[src/rtl/my_package_pkg.sv]
// Shared types for the ring-FSM observer: the observed ring state encoding,
// the tracker state set and a small ring-arithmetic helper.
package my_package_pkg;

    typedef enum logic [2:0] {
        FSM_ST0 = 3'd0,
        FSM_ST1 = 3'd1,
        FSM_ST2 = 3'd2,
        FSM_ST3 = 3'd3,
        FSM_ST4 = 3'd4,
        FSM_ST5 = 3'd5,
        FSM_ST6 = 3'd6,
        FSM_ST7 = 3'd7
    } FSM_States_t;

    typedef enum logic [1:0] {
        TRK_IDLE = 2'd0,
        TRK_ACQ  = 2'd1,
        TRK_LOCK = 2'd2,
        TRK_ERR  = 2'd3
    } tracker_state_t;

    localparam logic [7:0] ERR_CNT_MAX = 8'hFF;

    // Ring positions are 3 bits wide, so plain addition wraps modulo 8.
    function automatic logic [2:0] ring_offset(input logic [2:0] base, input logic [2:0] delta);
        return base + delta;
    endfunction

endpackage

[src/rtl/fsm_step_classify.sv]
// Combinational classifier: compares the current ring sample with the previous
// one and reports a +1 step, a -1 step, or anything else (including hold).
module fsm_step_classify
    import my_package_pkg::*;
(
    input  FSM_States_t prev,
    input  FSM_States_t cur,
    output logic        up,
    output logic        dn,
    output logic        illegal
);

    logic [2:0] prev_s;
    logic [2:0] cur_s;

    assign prev_s = prev;
    assign cur_s  = cur;

    // Step classification; a delta of 7 is a -1 step on the ring.
    always_comb begin
        up      = (cur_s == ring_offset(prev_s, 3'd1));
        dn      = (cur_s == ring_offset(prev_s, 3'd7));
        illegal = ~(up | dn);
    end

endmodule

[src/rtl/fsm_state_tracker.sv]
// Tracks an observed ring FSM: acquires lock after LOCK_COUNT consecutive legal
// steps, then reports step pulses, a signed position and illegal-step errors.
module fsm_state_tracker
    import my_package_pkg::*;
#(
    parameter int unsigned LOCK_COUNT = 4,
    parameter int unsigned POS_W      = 16
) (
    input  logic                    c,
    input  logic                    rst,
    input  logic                    vld,
    input  FSM_States_t             state_in,
    output logic                    locked,
    output logic                    step_up,
    output logic                    step_dn,
    output logic                    err,
    output logic [7:0]              err_cnt,
    output logic signed [POS_W-1:0] pos,
    output FSM_States_t             last_state
);

    localparam logic [3:0]       LOCK_CNT_L = 4'(LOCK_COUNT);
    localparam logic [POS_W-1:0] POS_ONE    = {{(POS_W-1){1'b0}}, 1'b1};
    localparam logic [POS_W-1:0] POS_ZERO   = {POS_W{1'b0}};

    tracker_state_t          state_r,   state_nxt_s;
    logic [3:0]              good_r,    good_nxt_s;
    logic [POS_W-1:0]        pos_r,     pos_nxt_s;
    logic [7:0]              err_cnt_r, err_cnt_nxt_s;
    FSM_States_t             prev_r,    prev_nxt_s;
    logic                    locked_r,  locked_nxt_s;
    logic                    up_r,      up_nxt_s;
    logic                    dn_r,      dn_nxt_s;
    logic                    err_r,     err_nxt_s;
    logic                    up_s, dn_s, illegal_s;

    fsm_step_classify u_classify (
        .prev    (prev_r),
        .cur     (state_in),
        .up      (up_s),
        .dn      (dn_s),
        .illegal (illegal_s)
    );

    // State, counters and registered outputs; reset wins over any sample.
    always_ff @(posedge c) begin
        if (rst) begin
            state_r   <= TRK_IDLE;
            good_r    <= 4'd0;
            pos_r     <= POS_ZERO;
            err_cnt_r <= 8'd0;
            prev_r    <= FSM_ST0;
            locked_r  <= 1'b0;
            up_r      <= 1'b0;
            dn_r      <= 1'b0;
            err_r     <= 1'b0;
        end else begin
            state_r   <= state_nxt_s;
            good_r    <= good_nxt_s;
            pos_r     <= pos_nxt_s;
            err_cnt_r <= err_cnt_nxt_s;
            prev_r    <= prev_nxt_s;
            locked_r  <= locked_nxt_s;
            up_r      <= up_nxt_s;
            dn_r      <= dn_nxt_s;
            err_r     <= err_nxt_s;
        end
    end

    // Next-state, counter and pulse logic.
    always_comb begin
        state_nxt_s   = state_r;
        good_nxt_s    = good_r;
        pos_nxt_s     = pos_r;
        err_cnt_nxt_s = err_cnt_r;
        prev_nxt_s    = vld ? state_in : prev_r;
        up_nxt_s      = 1'b0;
        dn_nxt_s      = 1'b0;
        err_nxt_s     = 1'b0;

        case (state_r)
            TRK_IDLE: begin
                if (vld) begin
                    state_nxt_s = TRK_ACQ;
                    good_nxt_s  = 4'd0;
                end else begin
                    state_nxt_s = TRK_IDLE;
                end
            end
            TRK_ACQ: begin
                if (!vld) begin
                    state_nxt_s = TRK_ACQ;
                end else if (illegal_s) begin
                    good_nxt_s = 4'd0;
                end else if ((good_r + 4'd1) == LOCK_CNT_L) begin
                    good_nxt_s  = LOCK_CNT_L;
                    state_nxt_s = TRK_LOCK;
                end else begin
                    good_nxt_s = good_r + 4'd1;
                end
            end
            TRK_LOCK: begin
                if (!vld) begin
                    state_nxt_s = TRK_LOCK;
                end else if (up_s) begin
                    up_nxt_s  = 1'b1;
                    pos_nxt_s = pos_r + POS_ONE;
                end else if (dn_s) begin
                    dn_nxt_s  = 1'b1;
                    pos_nxt_s = pos_r - POS_ONE;
                end else begin
                    err_nxt_s   = 1'b1;
                    state_nxt_s = TRK_ERR;
                    if (err_cnt_r != ERR_CNT_MAX) begin
                        err_cnt_nxt_s = err_cnt_r + 8'd1;
                    end else begin
                        err_cnt_nxt_s = err_cnt_r;
                    end
                end
            end
            // Recovery cycle: leaves unconditionally, samples only refresh prev.
            TRK_ERR: begin
                state_nxt_s = TRK_ACQ;
                good_nxt_s  = 4'd0;
            end
            default: begin
                state_nxt_s = TRK_IDLE;
                good_nxt_s  = 4'd0;
            end
        endcase

        locked_nxt_s = (state_nxt_s == TRK_LOCK);
    end

    assign locked     = locked_r;
    assign step_up    = up_r;
    assign step_dn    = dn_r;
    assign err        = err_r;
    assign err_cnt    = err_cnt_r;
    assign pos        = pos_r;
    assign last_state = prev_r;

endmodule

[config.mk]
export PLATFORM = sky130hd
export DESIGN_NAME = fsm_state_tracker
export DESIGN_NICKNAME = d
export VERILOG_FILES = /design/src/rtl/my_package_pkg.sv /design/src/rtl/fsm_step_classify.sv /design/src/rtl/fsm_state_tracker.sv
export SDC_FILE = /design/constraint.sdc
export NUM_CORES = 1
export LEC_CHECK = 0
export CORE_MARGIN = 2
export CORE_UTILIZATION = 54
export DETAILED_ROUTE_END_ITERATION = 7
export PLACE_DENSITY = 0.87
export SLEW_MARGIN = 25
export SYNTH_ARGS = -nofsm -noshare
export SYNTH_HDL_FRONTEND = slang
export SYNTH_SLANG_ARGS = --single-unit
[constraint.sdc]
create_clock -name c -period 4.2 [get_ports c]
set_input_delay 1.05 -clock c [delete_from_list [all_inputs] [get_ports c]]
set_output_delay 1.05 -clock c [all_outputs]
set_load 0.005 [all_outputs]
==> reports/metrics.cfg <==
[routing]
ant_nets = 0
route.detailed.drc = 0
routed_wl_mm = 5.80
vias_per_cell = 6.06
drtIter0Drc = 210
vias = 2279
routedWlPerCell_um = 15.4
first_pass_iters = 4

[worst_setup_path]
required_ns = 4.40
path_cells = clkdlybuf4s50_1, xnor2_2, xnor2_1, or3_1, ha_1, a21o_1, o21bai_1, o2111ai_1, a41oi_1, mux2i_1, mux2_2
arrival_ns = 4.11
slowest_delay_ns = 0.51
cp_slowest_cell = clkdlybuf4s50_1
cp_max_fo = 6
rrSetupSlack_ns = 0.78
start_kind = input pin
path_class = input pin to flop
endpoint_kind = flop

[timing]
slew_headroom_pct = 68.1
setup_viol_count_final = 0
hold_ws_ns = 0.483
finClkSkew_ns = 0.00712
layout_min_cycle_time_ns = 3.91
drv_slew = 0
rsz0062_at_grt = false
finalHoldViolations = 0
worstMarginPinSlew_ns = 0.475
tns_ns = 0
fin_crit_sh_pct = 93.1
fmax_mhz = 256

[yosys]
synth_largest_area_cell = dfxtp_1
synth_edf_count = 0
syn_inst = 275
synth_top_cells_by_count = 37 x dfxtp_1, 31 x a21oi_1, 28 x nand2_1, 19 x nor2_1, 18 x ha_1
synth_nets = 300
synth-main-ff-cell = dfxtp_1
yosysMostFrequentCell = dfxtp_1
synth_area_um2 = 2390
syn-mean-instance-area_um2 = 8.70
synth_top_area_share_pct = 30.9
synth_seq_area_share_pct = 30.9
synth_area_leaders = dfxtp_1 31%, ha_1 9.4%, a21oi_1 6.5%
synth_cell_types = 54
synth-seq-cells = 37
yosysWarnings = 0
synth-async-reset-ratio_pct = 0

[hold_path]
hold_class = flop to flop

[cells_and_area]
area_growth_pct = 25.2
drive_above_1_share_pct = 10.5
antennaDiodeCount = 0
design_area_um2 = 3000
layout.cells.non_filler = 376
fin_nets = 348
final_util_pct = 69.3

[grt]
grt.total_usage_pct = 23.7
grt_max_degree = 41
grt_pass1_wl_mm = 9.65
grt_pass1_vias = 2211
grt_overflow = 0
antenna_found_initial = 0

[clock_network]
ctsHoldBuffers = 0
cts_root_buffer = clkbuf_8
ctsResizeCount = 0
htree_levels = 2
cts_buffer_depth = 2
cts.clk_slew.worst_paths_ns = 0.08
cts_tree = done
cts_setup_buffers = 0
cts.sinks = 37
cts_inserted_buffers = 5
clock_latency_ns = 0.30

[place]
io_buffers = 36
gp_congestion = 0.934
dp_hpwl_mm = 4.14
placed_area_um2 = 2880
place_inst = 368

[die]
initial_core_util_pct = 55.4
pin_count = 37
die_x_um = 70.6
die_h_um = 70.6
rows = 24
core_area_um2 = 4320
die_area_um2 = 4980

[power_and_ir_drop]
ir_worst_vdd_v = 0.000209
power.leakage_nw = 1.15
cellPowerDensity_nw_per_um2 = 278

[run_status]
status = complete, no violations

[run]
maxCapViolCount = 0

## logic make-up after synthesis
group | Yosys count | synth area share (%)
muxes | 10 | 4.44
xor gates and xnor gates | 21 | 9.10
AOI/OAI and AO/OA | 80 | 23.1
DFF | 37 | 30.9
adders and majority gates | 19 | 10.2
and+or+nand+nor | 91 | 19.3
buffers and inverters | 17 | 2.82
## stage by stage
step / setup slack (ns) / power, mW
floorplan: 0.343 / 0.473
global placement: 0.112 / 0.512
detailed placement: 0.0261 / 0.517
CTS: 0.327 / 0.835
global route: 0.132 / 0.861
finish: 0.288 / 0.834
## power breakdown
part,leakage (nW),total (mW),internal [mW],switching [mW]
clock,0.0543,0.321,0.178,0.143
combinational,0.796,0.156,0.0647,0.0912
sequential,0.299,0.357,0.353,0.00403
## layer usage
metal,GRT usage (%),vias up,wire (um),share of wire [%]
met2,44.4,88,3020,52
li1,-,1103,-,-
met1,25.7,1070,2330,40
met5,0,-,0,0
met4,9.01,0,140,2.4
met3,5.84,18,317,5.5
## sequential cells by signal (all words and copies together), names as in the netlist, 2 cells and up
name / count
last_state: 3
good_r: 4
state_r: 2
pos: 16
err_cnt: 8
## final cells by class
| class | instances | area [um^2] |
|---|---|---|
| timing repair buffer | 49 | 458 |
| clock inverter | 3 | 46.3 |
| clock buffer | 5 | 68.8 |
| inverter | 9 | 33.8 |
| fill | 348 | 1330 |
| tap | 52 | 65.1 |
| multi-input combinational | 221 | 1590 |
| sequential | 37 | 741 |
## critical path, delay by kind of cell
| kind | cells | cell delay (ns) |
|---|---|---|
| AOI/OAI and AO/OA | 4 | 0.91 |
| muxes | 2 | 0.52 |
| buffers and inverters | 1 | 0.51 |
| and+or+nand+nor | 1 | 0.42 |
| adders and majority gates | 1 | 0.38 |
| xor gates and xnor gates | 2 | 0.31 |
## worst paths after layout
check	to	cells past startpoint	startpoint
hold reg to reg	pos[5]$_SDFFE_PP0P_	2	pos[5]$_SDFFE_PP0P_
setup / recovery	pos[15]$_SDFFE_PP0P_	11	state_in[2]
setup reg to reg	pos[15]$_SDFFE_PP0P_	11	last_state[0]$_SDFFE_PP0P_
hold / removal	pos[5]$_SDFFE_PP0P_	2	pos[5]$_SDFFE_PP0P_
## placed cells by master (no fill, tap or decap), types with 6 or more instances in the layout
cell,n
dfxtp_1,37
clkdlybuf4s50_1,36
a21oi_1,31
nand2_1,28
nor2_1,19
ha_1,18
xnor2_1,13
buf_4,13
nand3_1,11
inv_1,8
o21ai_0,8
mux2i_1,7
a211oi_1,7
nor3_1,6
a21o_1,6
Power figures use the tool's default switching activity.
